### config.mk
export PLATFORM = sky130hd
export DESIGN_NAME = run_detector_flat
export DESIGN_NICKNAME = d
export VERILOG_FILES = /design/src/rtl/run_det_pkg.sv /design/src/rtl/run_detector_if.sv /design/src/rtl/sat_counter.sv /design/src/rtl/run_detector.sv /design/src/flat_wrapper.sv
export SDC_FILE = /design/constraint.sdc
export NUM_CORES = 1
export LEC_CHECK = 0
export CAP_MARGIN = 20
export CORE_MARGIN = 8
export CORE_UTILIZATION = 49
export DETAILED_ROUTE_END_ITERATION = 6
export HOLD_SLACK_MARGIN = 0.06
export PLACE_DENSITY = 0.86
export SYNTH_ARGS = -nofsm -noshare
export SYNTH_HDL_FRONTEND = slang
export SYNTH_HIERARCHICAL = 1
export SYNTH_SLANG_ARGS = --single-unit
### constraint.sdc
create_clock -name clock -period 2.9 [get_ports clock]
set_clock_uncertainty 0.1 [all_clocks]
set_input_delay 0.58 -clock clock [delete_from_list [all_inputs] [get_ports clock]]
set_output_delay 0.58 -clock clock [all_outputs]
set_load 0.01 [all_outputs]
### src/rtl/run_det_pkg.sv
// Shared constants, types and width helper for the run-length detector.
package run_det_pkg;

  localparam logic MODE_LEVEL = 1'b0;
  localparam logic MODE_PULSE = 1'b1;

  typedef enum logic {
    StIdle,
    StRun
  } state_e;

  // run_cur must hold 0..run_len inclusive.
  function automatic int unsigned run_cur_width(input int unsigned run_len);
    return $clog2(run_len + 1);
  endfunction

endpackage

### src/rtl/run_detector_if.sv
// Sample inputs and hit/event outputs of run_detector, grouped as one bus.
interface run_detector_if #(
  parameter int unsigned RUN_LEN = 4,
  parameter int unsigned CNT_W   = 8
);
  import run_det_pkg::*;

  localparam int unsigned CurW = run_cur_width(RUN_LEN);

  logic             w;
  logic             en;
  logic             mode;
  logic             clr;
  logic             one_yes;
  logic             zero_yes;
  logic [CurW-1:0]  run_cur;
  logic [CNT_W-1:0] ones_events;
  logic [CNT_W-1:0] zeros_events;

  modport master (
    output w, en, mode, clr,
    input  one_yes, zero_yes, run_cur, ones_events, zeros_events
  );

  modport slave (
    input  w, en, mode, clr,
    output one_yes, zero_yes, run_cur, ones_events, zeros_events
  );

endinterface

### src/rtl/sat_counter.sv
// Saturating up-counter with synchronous active-low reset and clear.
module sat_counter #(
  parameter int unsigned WIDTH = 8
) (
  input  logic             clock,
  input  logic             resetn,
  input  logic             clr,
  input  logic             inc,
  output logic [WIDTH-1:0] q
);

  logic [WIDTH-1:0] q_q, q_d;

  // Clear wins over a coincident increment.
  always_comb begin
    q_d = q_q;
    if (clr) begin
      q_d = '0;
    end else if (inc && (q_q != '1)) begin
      q_d = q_q + WIDTH'(1);
    end
  end

  always_ff @(posedge clock) begin
    if (!resetn) begin
      q_q <= '0;
    end else begin
      q_q <= q_d;
    end
  end

  assign q = q_q;

endmodule

### src/rtl/run_detector.sv
// Run-length detector on a serial bit: level or non-overlapping pulse hits,
// gated sampling and saturating per-polarity event counters.
module run_detector import run_det_pkg::*; #(
  parameter int unsigned RUN_LEN = 4,
  parameter int unsigned CNT_W   = 8
) (
  input logic           clock,
  input logic           resetn,
  run_detector_if.slave bus_io
);

  localparam int unsigned     CurW    = run_cur_width(RUN_LEN);
  localparam logic [CurW-1:0] RunLenC = CurW'(RUN_LEN);
  localparam logic [CurW-1:0] OneC    = CurW'(1);

  state_e          state_q, state_d;
  logic            prev_q, prev_d;
  logic [CurW-1:0] cnt_q, cnt_d;
  logic            one_q, one_d;
  logic            zero_q, zero_d;
  logic            hit;
  logic            hold;
  logic [CNT_W-1:0] ones_cnt, zeros_cnt;

  always_ff @(posedge clock) begin
    if (!resetn) begin
      state_q <= StIdle;
      prev_q  <= 1'b0;
      cnt_q   <= '0;
      one_q   <= 1'b0;
      zero_q  <= 1'b0;
    end else begin
      state_q <= state_d;
      prev_q  <= prev_d;
      cnt_q   <= cnt_d;
      one_q   <= one_d;
      zero_q  <= zero_d;
    end
  end

  always_comb begin
    state_d = state_q;
    prev_d  = prev_q;
    cnt_d   = cnt_q;
    one_d   = one_q;
    zero_d  = zero_q;
    hit     = 1'b0;
    hold    = 1'b0;
    if (bus_io.en) begin
      if ((state_q == StIdle) || (bus_io.w != prev_q)) begin
        state_d = StRun;
        prev_d  = bus_io.w;
        cnt_d   = OneC;
      end else if (cnt_q < RunLenC) begin
        cnt_d = cnt_q + OneC;
      end else if (bus_io.mode == MODE_PULSE) begin
        cnt_d = OneC;
      end else begin
        // Saturated level-mode run continuing: already counted, no new hit.
        hold = 1'b1;
      end
      hit = (cnt_d == RunLenC) && !hold;
      if (bus_io.mode == MODE_LEVEL) begin
        one_d  = (cnt_d == RunLenC) && bus_io.w;
        zero_d = (cnt_d == RunLenC) && !bus_io.w;
      end else begin
        one_d  = hit && bus_io.w;
        zero_d = hit && !bus_io.w;
      end
    end else if (bus_io.mode == MODE_PULSE) begin
      one_d  = 1'b0;
      zero_d = 1'b0;
    end
  end

  sat_counter #(
    .WIDTH (CNT_W)
  ) u_ones_cnt (
    .clock  (clock),
    .resetn (resetn),
    .clr    (bus_io.clr),
    .inc    (hit && bus_io.w),
    .q      (ones_cnt)
  );

  sat_counter #(
    .WIDTH (CNT_W)
  ) u_zeros_cnt (
    .clock  (clock),
    .resetn (resetn),
    .clr    (bus_io.clr),
    .inc    (hit && !bus_io.w),
    .q      (zeros_cnt)
  );

  assign bus_io.one_yes      = one_q;
  assign bus_io.zero_yes     = zero_q;
  assign bus_io.run_cur      = cnt_q;
  assign bus_io.ones_events  = ones_cnt;
  assign bus_io.zeros_events = zeros_cnt;

endmodule

### src/flat_wrapper.sv
// flat-port wrapper written by rule: the top's interface ports become plain ports
module run_detector_flat import run_det_pkg::*;
#(
  parameter int unsigned RUN_LEN = 4,
  parameter int unsigned CNT_W   = 8
)
  (clock, resetn, bus_io_w, bus_io_en, bus_io_mode, bus_io_clr, bus_io_one_yes, bus_io_zero_yes, bus_io_run_cur, bus_io_ones_events, bus_io_zeros_events);
  run_detector_if #(.RUN_LEN(RUN_LEN), .CNT_W(CNT_W)) bus_io_i ();
  input logic clock;
  input logic resetn;
  input wire logic [$bits(bus_io_i.w)-1:0] bus_io_w;
  input wire logic [$bits(bus_io_i.en)-1:0] bus_io_en;
  input wire logic [$bits(bus_io_i.mode)-1:0] bus_io_mode;
  input wire logic [$bits(bus_io_i.clr)-1:0] bus_io_clr;
  output wire logic [$bits(bus_io_i.one_yes)-1:0] bus_io_one_yes;
  output wire logic [$bits(bus_io_i.zero_yes)-1:0] bus_io_zero_yes;
  output wire logic [$bits(bus_io_i.run_cur)-1:0] bus_io_run_cur;
  output wire logic [$bits(bus_io_i.ones_events)-1:0] bus_io_ones_events;
  output wire logic [$bits(bus_io_i.zeros_events)-1:0] bus_io_zeros_events;
  assign bus_io_i.w = bus_io_w;
  assign bus_io_i.en = bus_io_en;
  assign bus_io_i.mode = bus_io_mode;
  assign bus_io_i.clr = bus_io_clr;
  assign bus_io_one_yes = bus_io_i.one_yes;
  assign bus_io_zero_yes = bus_io_i.zero_yes;
  assign bus_io_run_cur = bus_io_i.run_cur;
  assign bus_io_ones_events = bus_io_i.ones_events;
  assign bus_io_zeros_events = bus_io_i.zeros_events;
  run_detector #(.RUN_LEN(RUN_LEN), .CNT_W(CNT_W)) u_core (.clock(clock), .resetn(resetn), .bus_io(bus_io_i));
endmodule
==> impl_metrics.toml <==
[flow_run]
max-cap-violations = 0

[place]
place_inst = 190
port_buffers = 26
gp_congestion = 0.8465
hpwl_mm = 2.289

[layout]
multiInputGateArea_um2 = 758.2
final_cell_count_no_fill = 194
layout_common_cells = "26 x clkdlybuf4s50_1, 23 x dfxtp_1, 12 x nand2_1"
drive_gt1_frac = 0.1280
fill_cells = 204
nets = 174
seq_area_um2 = 460.4
layout_commonest_cell = "clkdlybuf4s50_1"
final_core_util = 0.6466
n_antenna_cell = 0
syn2layout_area_growth_pct = 27.87

[timing]
slew_headroom = 0.6574
tightest_slew_ns = 0.5129
min_period_over_period = 0.8569
finalSetupTns_ns = 0
grt_setup_unrepaired = "no"
final_hold_viol_count = 0
fmax_mhz = 402.4
final-setup-viol-count = 0
slew_viol_final = 0
fin_crit_ns = 2.485

[global_route]
grt_pass1_vias = 1116
overflow = 0
grtUsageTotal = 0.1372
grt_pass1_wl_mm = 4.947
antenna_found_initial = 0
grt_start_max_net_pins = 13

[detailed_routing]
vias = 1169
viasPerCell = 6.026
drt-wirelength-per-cell_um = 15.31
routed_wl_mm = 2.970
drc = 0
firstDrtPassIters = 5
antenna_left = 0
drt_iter0_markers = 154

[die]
ios = 27
core_mm2 = 0.002432
start_util = 0.5057
std_cell_rows = 18
die_x_um = 66.10
fp.dieH_um = 66.10
dieArea_mm2 = 0.004369

[clocking]
htreeDepth = 1
clockBufferDepth = 2
cts_hold_buffers = 0
insertion_delay_ns = 0.30
cts.repair.resized = 0
post-cts-setup-buffers = 0
cts.sinks = 23
cts_buffers = 3
root_buffer = "clkbuf_4"
cts_tree = "done"
clk_pin_slew_worst_paths_ns = 0.13

[synth]
syn-num-nets = 141
synthTopCellsByArea = "dfxtp_1 37%, and4_1 5.7%, mux2i_1 5.7%, a21oi_1 4.5%, nand2_1 3.7%"
netlist_area_mm2 = 0.001230
async_flop_share = 0
synth_top_cell_by_area = "dfxtp_1"
ys.flop_type = "dfxtp_1"
synth_edf_count = 0
synth-seq-cells = 23
yosysWarnings = 6
synth_area_per_cell_um2 = 9.318
seq_area_frac_synth = 0.3744
synth_cell_types = 35
syn_inst = 132
synth_top_area_frac = 0.3744

[critical_path]
end_kind = "flip-flop"
r2r_end = "u_core/u_zeros_cnt/q[7]$_SDFFE_PP0P_"
critPathTopFamily = "buffers and inverters"
worstPathArrival_ns = 2.60
rr_worst_depth = 7
slowest_stage = "clkdlybuf4s50_1"
cp.required_ns = 3.01
critPathMaxStageDelay_ns = 0.53
r2r_slack_ns = 0.71
reg2reg_from = "u_core/bus_io.run_cur[0]$_SDFFE_PN0P_"
startpoint = "bus_io_w"
setup.worst_path.start_class = "primary input"
worst-path-stages = 8
setup.worst_path.end = "u_core/u_zeros_cnt/q[7]$_SDFFE_PP0P_"
worst-path-buf-inv = 2
criticalPathCategory = "in -> reg"
cp_max_fo = 6
crit_chain = "clkdlybuf4s50_1 > xnor2_2 > o2111ai_2 > nor3_1 > buf_4 > and4_1 > a21oi_1 > a311oi_1"

[pwr]
p_leak_nw = 0.5627
p_int_mw = 0.3918
p_seq_frac = 0.634
p_per_area_mw_per_mm2 = 324.2
max-vdd-ir-drop_mv = 0.1942
clock_power_share = 0.288
p_sw_mw = 0.1181
p_sw_frac = 0.2317
power_frac_comb = 0.077

[worst_hold_path]
hold_depth = 2
hold_class = "reg -> reg"

[run_status]
status = "finished, final reports clean"
sequential cells by signal, indices dropped and copies added, names as in the netlist:
register / cells
u_core/bus_io.zero_yes: 1
u_core/prev_q: 1
u_core/u_zeros_cnt/q: 8
u_core/bus_io.one_yes: 1
u_core/state_q: 1
u_core/bus_io.run_cur: 3
u_core/u_ones_cnt/q: 8
power by group through the flow:
stage	combinational (mW)	clock, mW	sequential (mW)
floorplan	0.0205	0	0.330
global placement	0.0374	0	0.330
detailed placement	0.0391	0	0.330
CTS	0.0392	0.150	0.323
global route	0.0435	0.168	0.324
finish	0.0395	0.147	0.323
synth_stat cells (3+ instances only):
cell / instances
nor2_1: 4
nand4_1: 3
mux2i_1: 7
ha_1: 3
a31oi_1: 5
and4_1: 8
o21ai_0: 4
dfxtp_1: 23
nor2b_1: 6
nor3_1: 6
nand2_1: 12
and2b_2: 3
a21oi_1: 11
nand2b_1: 7
per-stage QoR:
| step | hold WS, ns | worst slack, ns | total power, mW | instance area (µm²) |
|---|---|---|---|---|
| final | 0.3769 | 0.4151 | 0.5099 | 1573 |
| after global routing | 0.3990 | 0.2796 | 0.5358 | 1573 |
| after CTS | 0.3797 | 0.4473 | 0.5125 | 1573 |
| after detailed placement | 0.3490 | 0.1244 | 0.3695 | 1546 |
| after global placement | 0.3586 | 0.2309 | 0.3674 | 1546 |
| after floorplan | 0.3783 | 0.7261 | 0.3506 | 1230 |
cell families (layout without fill, tap and decap cells):
logic type / count (synthesis) / count (layout) / share of synthesized area
muxes: 7 / 7 / 0.05697
buffers and inverters: 3 / 35 / 0.009155
adders and majority gates: 3 / 3 / 0.03052
xor gates and xnor gates: 1 / 1 / 0.01323
DFF: 23 / 23 / 0.3744
and+or+nand+nor: 63 / 63 / 0.3286
AOI/OAI and AO/OA: 32 / 32 / 0.1872
routing by layer:
layer	track usage	vias up	routed length, µm
met3	0.01864	2	144
li1	-	570	-
met4	0.05600	0	21
met1	0.1559	562	1265
met2	0.2485	35	1540
met5	0	-	0
tightest hold or removal path: cells and delay by family (launching register included):
kind             cells  cell delay [ns]
AO/OA/AOI/OAI        1             0.06
flip-flops           1             0.35
AND/OR/NAND/NOR      1             0.05
worst min path at each step:
stage / startpoint / endpoint / slack [ns]
finish: u_core/bus_io.zero_yes$_SDFFE_PN0P_ / u_core/bus_io.zero_yes$_SDFFE_PN0P_ / 0.38
global route: u_core/bus_io.zero_yes$_SDFFE_PN0P_ / u_core/bus_io.zero_yes$_SDFFE_PN0P_ / 0.40
CTS: u_core/bus_io.zero_yes$_SDFFE_PN0P_ / u_core/bus_io.zero_yes$_SDFFE_PN0P_ / 0.38
detailed placement: u_core/bus_io.zero_yes$_SDFFE_PN0P_ / u_core/bus_io.zero_yes$_SDFFE_PN0P_ / 0.35
global placement: u_core/bus_io.one_yes$_SDFFE_PN0P_ / u_core/bus_io.one_yes$_SDFFE_PN0P_ / 0.36
floorplan: u_core/bus_io.one_yes$_SDFFE_PN0P_ / u_core/bus_io.one_yes$_SDFFE_PN0P_ / 0.38
layout make-up:
| cell class | count | share of cell area |
|---|---|---|
| Multi-Input combinational cell | 106 | 0.4821 |
| Timing Repair Buffer | 29 | 0.1798 |
| Sequential cell | 23 | 0.2928 |
| Tap cell | 30 | 0.02387 |
| Inverter | 2 | 0.004773 |
| Clock buffer | 4 | 0.01671 |
Note: power is estimated with default switching activity, not from simulation.
